**src/rtl/merge_fifo_reader.sv**
```systemverilog
// merge_fifo_reader: pop-side controller of one merge-sort level.
// Drains two sorted runs of run_len words from FIFOs A and B and pushes one
// ascending run of 2*run_len words into the output FIFO, one word per cycle.
// Handshake outputs are a Mealy decode so pop and push share the same cycle.
module merge_fifo_reader #(
  parameter int unsigned WIDTH = 8,
  parameter int unsigned LEN_W = 8
) (
  input  logic             clk,
  input  logic             rst_n,
  input  logic             start,
  input  logic [LEN_W-1:0] run_len,
  input  logic             a_empty,
  input  logic [WIDTH-1:0] a_data,
  output logic             a_pop_req_n,
  input  logic             b_empty,
  input  logic [WIDTH-1:0] b_data,
  output logic             b_pop_req_n,
  input  logic             o_full,
  output logic             o_push_req_n,
  output logic [WIDTH-1:0] o_data,
  output logic             busy,
  output logic             done
);

  typedef enum logic [2:0] {
    ST_IDLE    = 3'd0,
    ST_MERGE   = 3'd1,
    ST_DRAIN_A = 3'd2,
    ST_DRAIN_B = 3'd3,
    ST_DONE    = 3'd4
  } state_e;

  state_e           state_q, state_d;
  logic [LEN_W-1:0] cnt_a_q, cnt_a_d;
  logic [LEN_W-1:0] cnt_b_q, cnt_b_d;
  logic             fire_c;
  logic             sel_a_c;

  // State and remaining-word counters; reset abandons any run in flight
  always_ff @(posedge clk or negedge rst_n) begin
    if (!rst_n) begin
      state_q <= ST_IDLE;
      cnt_a_q <= '0;
      cnt_b_q <= '0;
    end else begin
      state_q <= state_d;
      cnt_a_q <= cnt_a_d;
      cnt_b_q <= cnt_b_d;
    end
  end

  // Transfer qualifier and source select; ties go to A to keep the merge stable
  always_comb begin
    fire_c  = 1'b0;
    sel_a_c = 1'b0;
    case (state_q)
      ST_MERGE: begin
        fire_c  = !a_empty && !b_empty && !o_full;
        sel_a_c = (a_data <= b_data);
      end
      ST_DRAIN_A: begin
        fire_c  = !a_empty && !o_full;
        sel_a_c = 1'b1;
      end
      ST_DRAIN_B: begin
        fire_c  = !b_empty && !o_full;
        sel_a_c = 1'b0;
      end
      default: begin
        fire_c  = 1'b0;
        sel_a_c = 1'b0;
      end
    endcase
  end

  // Next state and counter updates; a stalled cycle holds everything
  always_comb begin
    state_d = state_q;
    cnt_a_d = cnt_a_q;
    cnt_b_d = cnt_b_q;
    case (state_q)
      ST_IDLE: begin
        if (start) begin
          if (run_len != '0) begin
            state_d = ST_MERGE;
            cnt_a_d = run_len;
            cnt_b_d = run_len;
          end else begin
            state_d = ST_DONE;
          end
        end
      end
      ST_MERGE: begin
        if (fire_c) begin
          if (sel_a_c) begin
            cnt_a_d = cnt_a_q - LEN_W'(1);
            if (cnt_a_q == LEN_W'(1)) begin
              state_d = (cnt_b_q != '0) ? ST_DRAIN_B : ST_DONE;
            end
          end else begin
            cnt_b_d = cnt_b_q - LEN_W'(1);
            if (cnt_b_q == LEN_W'(1)) begin
              state_d = (cnt_a_q != '0) ? ST_DRAIN_A : ST_DONE;
            end
          end
        end
      end
      ST_DRAIN_A: begin
        if (fire_c) begin
          cnt_a_d = cnt_a_q - LEN_W'(1);
          if (cnt_a_q == LEN_W'(1)) begin
            state_d = ST_DONE;
          end
        end
      end
      ST_DRAIN_B: begin
        if (fire_c) begin
          cnt_b_d = cnt_b_q - LEN_W'(1);
          if (cnt_b_q == LEN_W'(1)) begin
            state_d = ST_DONE;
          end
        end
      end
      ST_DONE: begin
        state_d = ST_IDLE;
      end
      default: begin
        state_d = ST_IDLE;
      end
    endcase
  end

  // Handshake and status decode; data bus is zero whenever nothing moves
  always_comb begin
    a_pop_req_n  = 1'b1;
    b_pop_req_n  = 1'b1;
    o_push_req_n = 1'b1;
    o_data       = '0;
    busy         = (state_q != ST_IDLE);
    done         = (state_q == ST_DONE);
    if (fire_c) begin
      o_push_req_n = 1'b0;
      if (sel_a_c) begin
        a_pop_req_n = 1'b0;
        o_data      = a_data;
      end else begin
        b_pop_req_n = 1'b0;
        o_data      = b_data;
      end
    end
  end

endmodule

```
**config.mk**
```make
export PLATFORM = sky130hd
export DESIGN_NAME = merge_fifo_reader
export DESIGN_NICKNAME = d
export VERILOG_FILES = /design/src/rtl/merge_fifo_reader.sv
export SDC_FILE = /design/constraint.sdc
export NUM_CORES = 1
export LEC_CHECK = 0
export ABC_CLOCK_PERIOD_IN_PS = 2700
export CORE_MARGIN = 5
export CORE_UTILIZATION = 47
export CTS_BUF_LIST = sky130_fd_sc_hd__clkbuf_2 sky130_fd_sc_hd__clkbuf_4 sky130_fd_sc_hd__clkbuf_8
export CTS_CLUSTER_DIAMETER = 60
export CTS_CLUSTER_SIZE = 25
export DETAILED_ROUTE_END_ITERATION = 8
export PLACE_DENSITY = 0.79
export SETUP_SLACK_MARGIN = 0.02
export SLEW_MARGIN = 20
export SYNTH_ARGS = -nofsm -noshare
export SYNTH_HDL_FRONTEND = slang
export SYNTH_SLANG_ARGS = --single-unit
export TNS_END_PERCENT = 30
```
**constraint.sdc**
```tcl
create_clock -name clk -period 2.7 [get_ports clk]
set_input_delay 0.405 -clock clk [delete_from_list [all_inputs] [get_ports clk]]
set_output_delay 0.405 -clock clk [all_outputs]
set_load 0.01 [all_outputs]
```
==> impl_metrics.tcl, run 1 <==
set metrics [dict create \
    power_leakage_nw 1.16 \
    worstPathArrival_ns 2.29 \
    drc 0 \
    root_buffer "clkbuf_8" \
    dp_hpwl_microns 4200 \
    layout_min_cycle_time_ns 2.70 \
    drt_iter0_markers 156 \
    routabilityCongestion 0.855 \
    diodes 0 \
    slowest_stage "a2111oi_4" \
    clk_pin_slew_worst_paths_ns 0.07 \
    drtPass1Iterations 4 \
    holdCritPathClass "in2async" \
    required_ns 2.30 \
    rsz0062_at_grt "true" \
    antenna_found_initial 0 \
    chipHeight_microns 72.0 \
    drtAntennaViolNets 0 \
    critPathMaxFanout 5 \
    syn-mean-instance-area_sq_um 7.95 \
    setup_tns_ns 0 \
    syn_area_sq_um 1800 \
    tritoncts "built" \
    p_sw_mw 1.04 \
    utilization_pct 72.6 \
    cp-start-kind "primary input" \
    worst_path_largest_cell_delay_ns 0.35 \
    finalWorstSetupSlack_ns 0.000361 \
    cts.sinks 19 \
    dr_total_vias 2146 \
    clock_latency_ns 0.26 \
    die_x_microns 72.0 \
    switching_share_pct 46.0 \
    p_int_mw 1.21 \
    combPwrFrac_pct 64.8 \
    p_per_area_nw_per_um2 840 \
    numPortBuffers 42 \
    drv_slew 0 \
    synth_cells 227 \
    setup_violations 0 \
    async_flop_share_pct 100 \
    cts_buffer_depth 2 \
    cp-end-kind "output port" \
    design.die.area_sq_um 5180 \
    yosysSeqAreaShare_pct 26.4 \
    synthDistinctLibCells 47 \
    fmax_mhz 370 \
    synth_flop_cell "dfrtp_1" \
    yosys_warnings 0 \
    total_power_mw 2.25 \
    drive_gt1_share_pct 32.5 \
    max_cap_violations 0 \
    path_cells "buf_8, inv_4, ha_4, nor2b_4, o211ai_1, a21o_1, a2111oi_4, buf_4, nor2_4, a32o_1, buf_2" \
    grt_overflow 0 \
    outcome "completed" \
    groute.usage.overall_pct 22.7 \
    drt-wirelength-per-cell_microns 16.6 \
    worst_clock_skew_ns 0.00504 \
    power_frac_seq_pct 25.8 \
    dp_slack_ns -0.730 \
    cp_top_family "compound AO/OA/AOI/OAI gates" \
    syn2layout_area_growth_pct 48.4 \
    num_io_pins 43 \
    synth_edf_count 0 \
    slew_headroom_pct 56.2 \
    cp.buffers_inverters 4 \
    grt_max_degree 21 \
    via_per_inst 5.98 \
    layout_common_cells "buf_4 (49), nor2_1 (25), a21oi_1 (23), dfrtp_1 (19), clkdlybuf4s50_1 (16)" \
    final_area_sq_um 2680 \
    start_util_pct 48.9 \
    fin_nets 354 \
    final_common_cell "buf_4" \
    clock_power_share_pct 9.3 \
    fin_crit_sh_pct 100 \
    cts_max_level 1 \
    critPathKind "in2out" \
    core_sq_um 3690 \
    place_area_sq_um 2540 \
    ir_drop_v 0.000597 \
    grt_first_pass_wirelength_microns 9530 \
    wl_microns 5950 \
    synth_fp_nets 269 \
    grt_pass1_vias 2147 \
    ys_ff_latch 19 \
    numCtsBuffers 3 \
    tightest_slew_ns 0.656 \
    num_rows 22 \
    hold_violations 0 \
]
[logic make-up after synthesis]
| group | share of synthesized area, % |
|---|---|
| buffers and inverters | 6.24 |
| adder cells (fa/ha/maj) | 8.32 |
| AND/OR/NAND/NOR | 22.1 |
| flip-flops | 26.4 |
| multiplexers | 1.66 |
| AO/OA/AOI/OAI | 35.3 |
[path summary, 6_finish.rpt]
| path | depth (start not counted) | slack (ns) | endpoint | startpoint |
|---|---|---|---|---|
| max | 11 | 0.0004 | o_data[6] | b_data[1] |
| min | 2 | 0.48 | cnt_b_q[6] | rst_n |
| max reg2reg | 6 | 0.43 | state_q[1] | cnt_a_q[6] |
| min reg2reg | 1 | 0.58 | cnt_a_q[7] | cnt_a_q[7] |
| max in group asynchronous | 2 | 2.01 | cnt_b_q[0] | rst_n |
| min in group clk | 1 | 0.58 | cnt_a_q[7] | cnt_a_q[7] |
[state kept, by name, summed over array words and instances (netlist names)]
| register | flops |
|---|---|
| state_q | 3 |
| cnt_b_q | 8 |
| cnt_a_q | 8 |
[Yosys cell counts (5+ instances only)]
library cell   n  area share, %
a211oi_1       9            3.7
a21o_1         5            2.1
a21oi_1       24            6.7
a2bb2oi_1     11            5.3
a32o_1         8            4.4
clkbuf_1       8            1.7
dfrtp_1       19             26
ha_1          12            8.3
inv_1         14            2.9
nand2_1       11            2.3
nand2b_1       7            2.4
nand3_1        5            1.4
nor2_1        25            5.2
nor3_1        10            2.8
nor4_1         5            1.7
o21ai_0        6            1.7
[per-layer routing]
metal	track usage (%)	wire length, microns	vias to the layer above
met5	0	0	-
met4	7.93	72	0
met3	2.77	318	8
met2	41.7	3040	71
met1	26.9	2520	1027
li1	-	-	1040
[stage by stage]
stage                     cells  hold WS [ns]
after floorplan             227         0.109
after global placement      346         0.550
after detailed placement    346         0.558
after CTS                   358         0.487
after global routing        359         0.506
final                       359         0.483
[cell type report]
type	instances	area (sq um)
Inverter	16	62.6
Fill cell	303	1010
Sequential cell	19	475
Clock buffer	4	48.8
Multi-Input combinational cell	181	1340
Tap cell	48	60.1
Timing Repair Buffer	91	688
[power groups by stage]
stage               Sequential, mW  Clock, mW  Combinational [mW]
detailed placement           0.581          0                1.39
floorplan                    0.531          0               0.925
CTS                          0.576      0.216                1.42
global route                 0.604      0.232                1.60
finish                       0.581      0.210                1.46
global placement             0.574          0                1.34
[what timing repair did]
action | in CTS | in global routing
setup endpoints to repair | 10 | 10
gates resized for setup | 66 | 45
cloned | 1 | 0
endpoints found under the hold margin | 0 | 0
pin swaps | 20 | 10
setup buffers | 7 | 1
hold buffers | 0 | 0
(Power assumes the default switching activity.)
==> run 2, diff against run 1 <==
Settings changed: CORE_UTILIZATION 47 to 55, DONT_BUFFER_PORTS set to 1, PLACE_DENSITY 0.79 to 0.7, SLEW_MARGIN 20 to 0.
==> run 2 against run 1 <==
  * Clock skew down 0.0018 ns
  * Sequential share of layout area up 6.4 points
  * Core utilization down 9.3 points
  * Worst setup slack better by 0.24 ns
  * Clock-buffer cell count unchanged
  * Cell area down 27%
  * Maximum frequency up 9.8%
  * Global-route usage down 0.32 points
  * Wire length down 20%
  * Combinational power down 18%
  * Worst hold slack worse by 0.17 ns
  * First-iteration DRC count up 8.3%
  * Largest cell class unchanged
  * Largest power group unchanged
==> impl_metrics.tcl, run 2 (same netlist as run 1, synthesis figures left out) <==
set metrics [dict create \
    grt_max_degree 21 \
    numPortBuffers 0 \
    num_io_pins 43 \
    cts_buffer_depth 2 \
    cp-end-kind "output port" \
    layout_common_cells "nor2_1 (25), a21oi_1 (24), dfrtp_1 (19), buf_4 (15), inv_1 (14)" \
    clk_pin_slew_worst_paths_ns 0.10 \
    syn2layout_area_growth_pct 8.88 \
    holdCritPathClass "in2reg" \
    final_cells 279 \
    r2r_slack_ns 0.46 \
    hold_violations 0 \
    clock_power_share_pct 7.6 \
    drtAntennaViolNets 0 \
    slowest_stage "dfrtp_1" \
    drt_iter0_markers 169 \
    root_buffer "clkbuf_4" \
    switching_share_pct 47.9 \
    wl_microns 4780 \
    fin_nets 278 \
    setup_tns_ns 0 \
    fin_crit_sh_pct 91.1 \
    required_ns 2.30 \
    chipHeight_microns 67.3 \
    critPathMaxFanout 13 \
    total_power_mw 1.93 \
    slew_headroom_pct 41.5 \
    fillers 292 \
    largestRegisters "cnt_a_q (8), cnt_b_q (8), state_q (3)" \
    dpl.cell_count 270 \
    rsz0062_at_grt "false" \
    p_int_mw 1.01 \
    p_sw_mw 0.926 \
    ir_drop_v 0.000531 \
    p_per_area_nw_per_um2 984 \
    num_rows 20 \
    max_cap_violations 0 \
    dr_total_vias 1822 \
    tightest_slew_ns 0.875 \
    worst_clock_skew_ns 0.00322 \
    tritoncts "built" \
    outcome "completed" \
    power_leakage_nw 0.809 \
    dp_hpwl_microns 3650 \
    drive_gt1_share_pct 10.6 \
    antenna_found_initial 0 \
    finalWorstSetupSlack_ns 0.241 \
    grt_pass1_vias 1772 \
    layout_min_cycle_time_ns 2.46 \
    grt_overflow 0 \
    final_common_cell "nor2_1" \
    clock_latency_ns 0.28 \
    routabilityCongestion 0.953 \
    drv_slew 0 \
    worstPathArrival_ns 2.05 \
    core_sq_um 3100 \
    drc 0 \
    cts_max_level 1 \
    cp-start-kind "flip-flop" \
    dp_slack_ns 0.0339 \
    grt_first_pass_wirelength_microns 7870 \
    setup_violations 0 \
    power_frac_seq_pct 30.4 \
    worst_path_largest_cell_delay_ns 0.52 \
    die_x_microns 67.3 \
    drt-wirelength-per-cell_microns 17.1 \
    cts.sinks 19 \
    start_util_pct 58.1 \
    path_cells "nor2_1, o21ai_0, o2bb2ai_1, nor2_4, a32o_1" \
    drtPass1Iterations 4 \
    combPwrFrac_pct 62.0 \
    diodes 0 \
    numCtsBuffers 3 \
    fmax_mhz 407 \
    groute.usage.overall_pct 22.3 \
    critPathKind "reg2out" \
    via_per_inst 6.53 \
    design.die.area_sq_um 4530 \
]
==> run 2: cell types whose count changed in the layout (fill, tap and decap cells not counted), moves of 2 or more <==
| cell | before | now |
|---|---|---|
| buf_4 | 49 | 15 |
| clkdlybuf4s50_1 | 16 | 0 |
| clkbuf_2 | 13 | 0 |
| buf_2 | 8 | 0 |
| ha_1 | 5 | 12 |
| ha_4 | 6 | 0 |
| inv_1 | 8 | 14 |
| inv_2 | 7 | 2 |
| clkbuf_4 | 1 | 4 |
| clkbuf_8 | 3 | 0 |
| clkdlybuf4s15_1 | 2 | 0 |
==> run 2: through the flow <==
| step | utilization (%) | cell area [sq um] | hold WS, ns |
|---|---|---|---|
| global placement | 60.9 | 1890 | 0.110 |
| CTS | 62.3 | 1930 | 0.298 |
| finish | 63.3 | 1960 | 0.312 |
| floorplan | - | 1800 | 0.109 |
| global route | 63.3 | 1960 | 0.301 |
| detailed placement | 60.9 | 1890 | 0.110 |
==> run 2: power groups by stage <==
stage	clock [mW]	combinational, mW	sequential (mW)
2_1_floorplan	0	0.925	0.531
3_3_place_gp	0	1.09	0.579
3_5_place_dp	0	1.13	0.587
4_1_cts	0.156	1.15	0.580
5_1_grt	0.172	1.32	0.614
6_report	0.147	1.20	0.588
==> run 2: cell type report <==
class,instances,area (sq um),share of cell area [%]
clock buffers,4,30.0,1.53
inverters,16,60.1,3.06
multi-input cells,180,1220,62.2
flip-flops and latches,19,475,24.2
well taps,44,55.1,2.80
repair buffers,16,123,6.24
==> run 2: per-layer routing <==
layer  vias to the layer above  track usage (%)  routed length (microns)
li1                        879                -                        -
met5                         -                0                        0
met2                        68             41.0                     2350
met3                         4             4.33                      397
met1                       871             26.2                     2000
met4                         0             6.33                       36
==> run 2: final timing paths <==
path	depth (start not counted)	to	startpoint
setup / recovery	5	o_data[1]	state_q[1]
hold / removal	2	state_q[0]	start
setup reg to reg	6	state_q[1]	cnt_a_q[5]
hold reg to reg	1	cnt_a_q[6]	cnt_a_q[6]
max in group asynchronous	1	cnt_a_q[7]	rst_n
min in group asynchronous	1	cnt_b_q[4]	rst_n
==> run 2: critical path, delay by kind of cell, from the launching register on <==
kind | cells | cell delay (ns)
flip-flops | 1 | 0.52
AND/OR/NAND/NOR | 2 | 0.62
AO/OA/AOI/OAI | 3 | 0.63
==> run 2: repair_timing <==
item,4_1_cts,5_1_grt
buffers inserted,0,4
setup endpoints to repair,8,8
hold buffers,1,0
hold endpoints to repair,19,0
pin swaps,0,1
gates resized for setup,1,0
==> run 3, diff against run 2 <==
Settings changed: CTS_CLUSTER_SIZE 25 to 8.
==> results of run 3 <==
No change in the layout: final DEF, timing and power equal those of run 2.
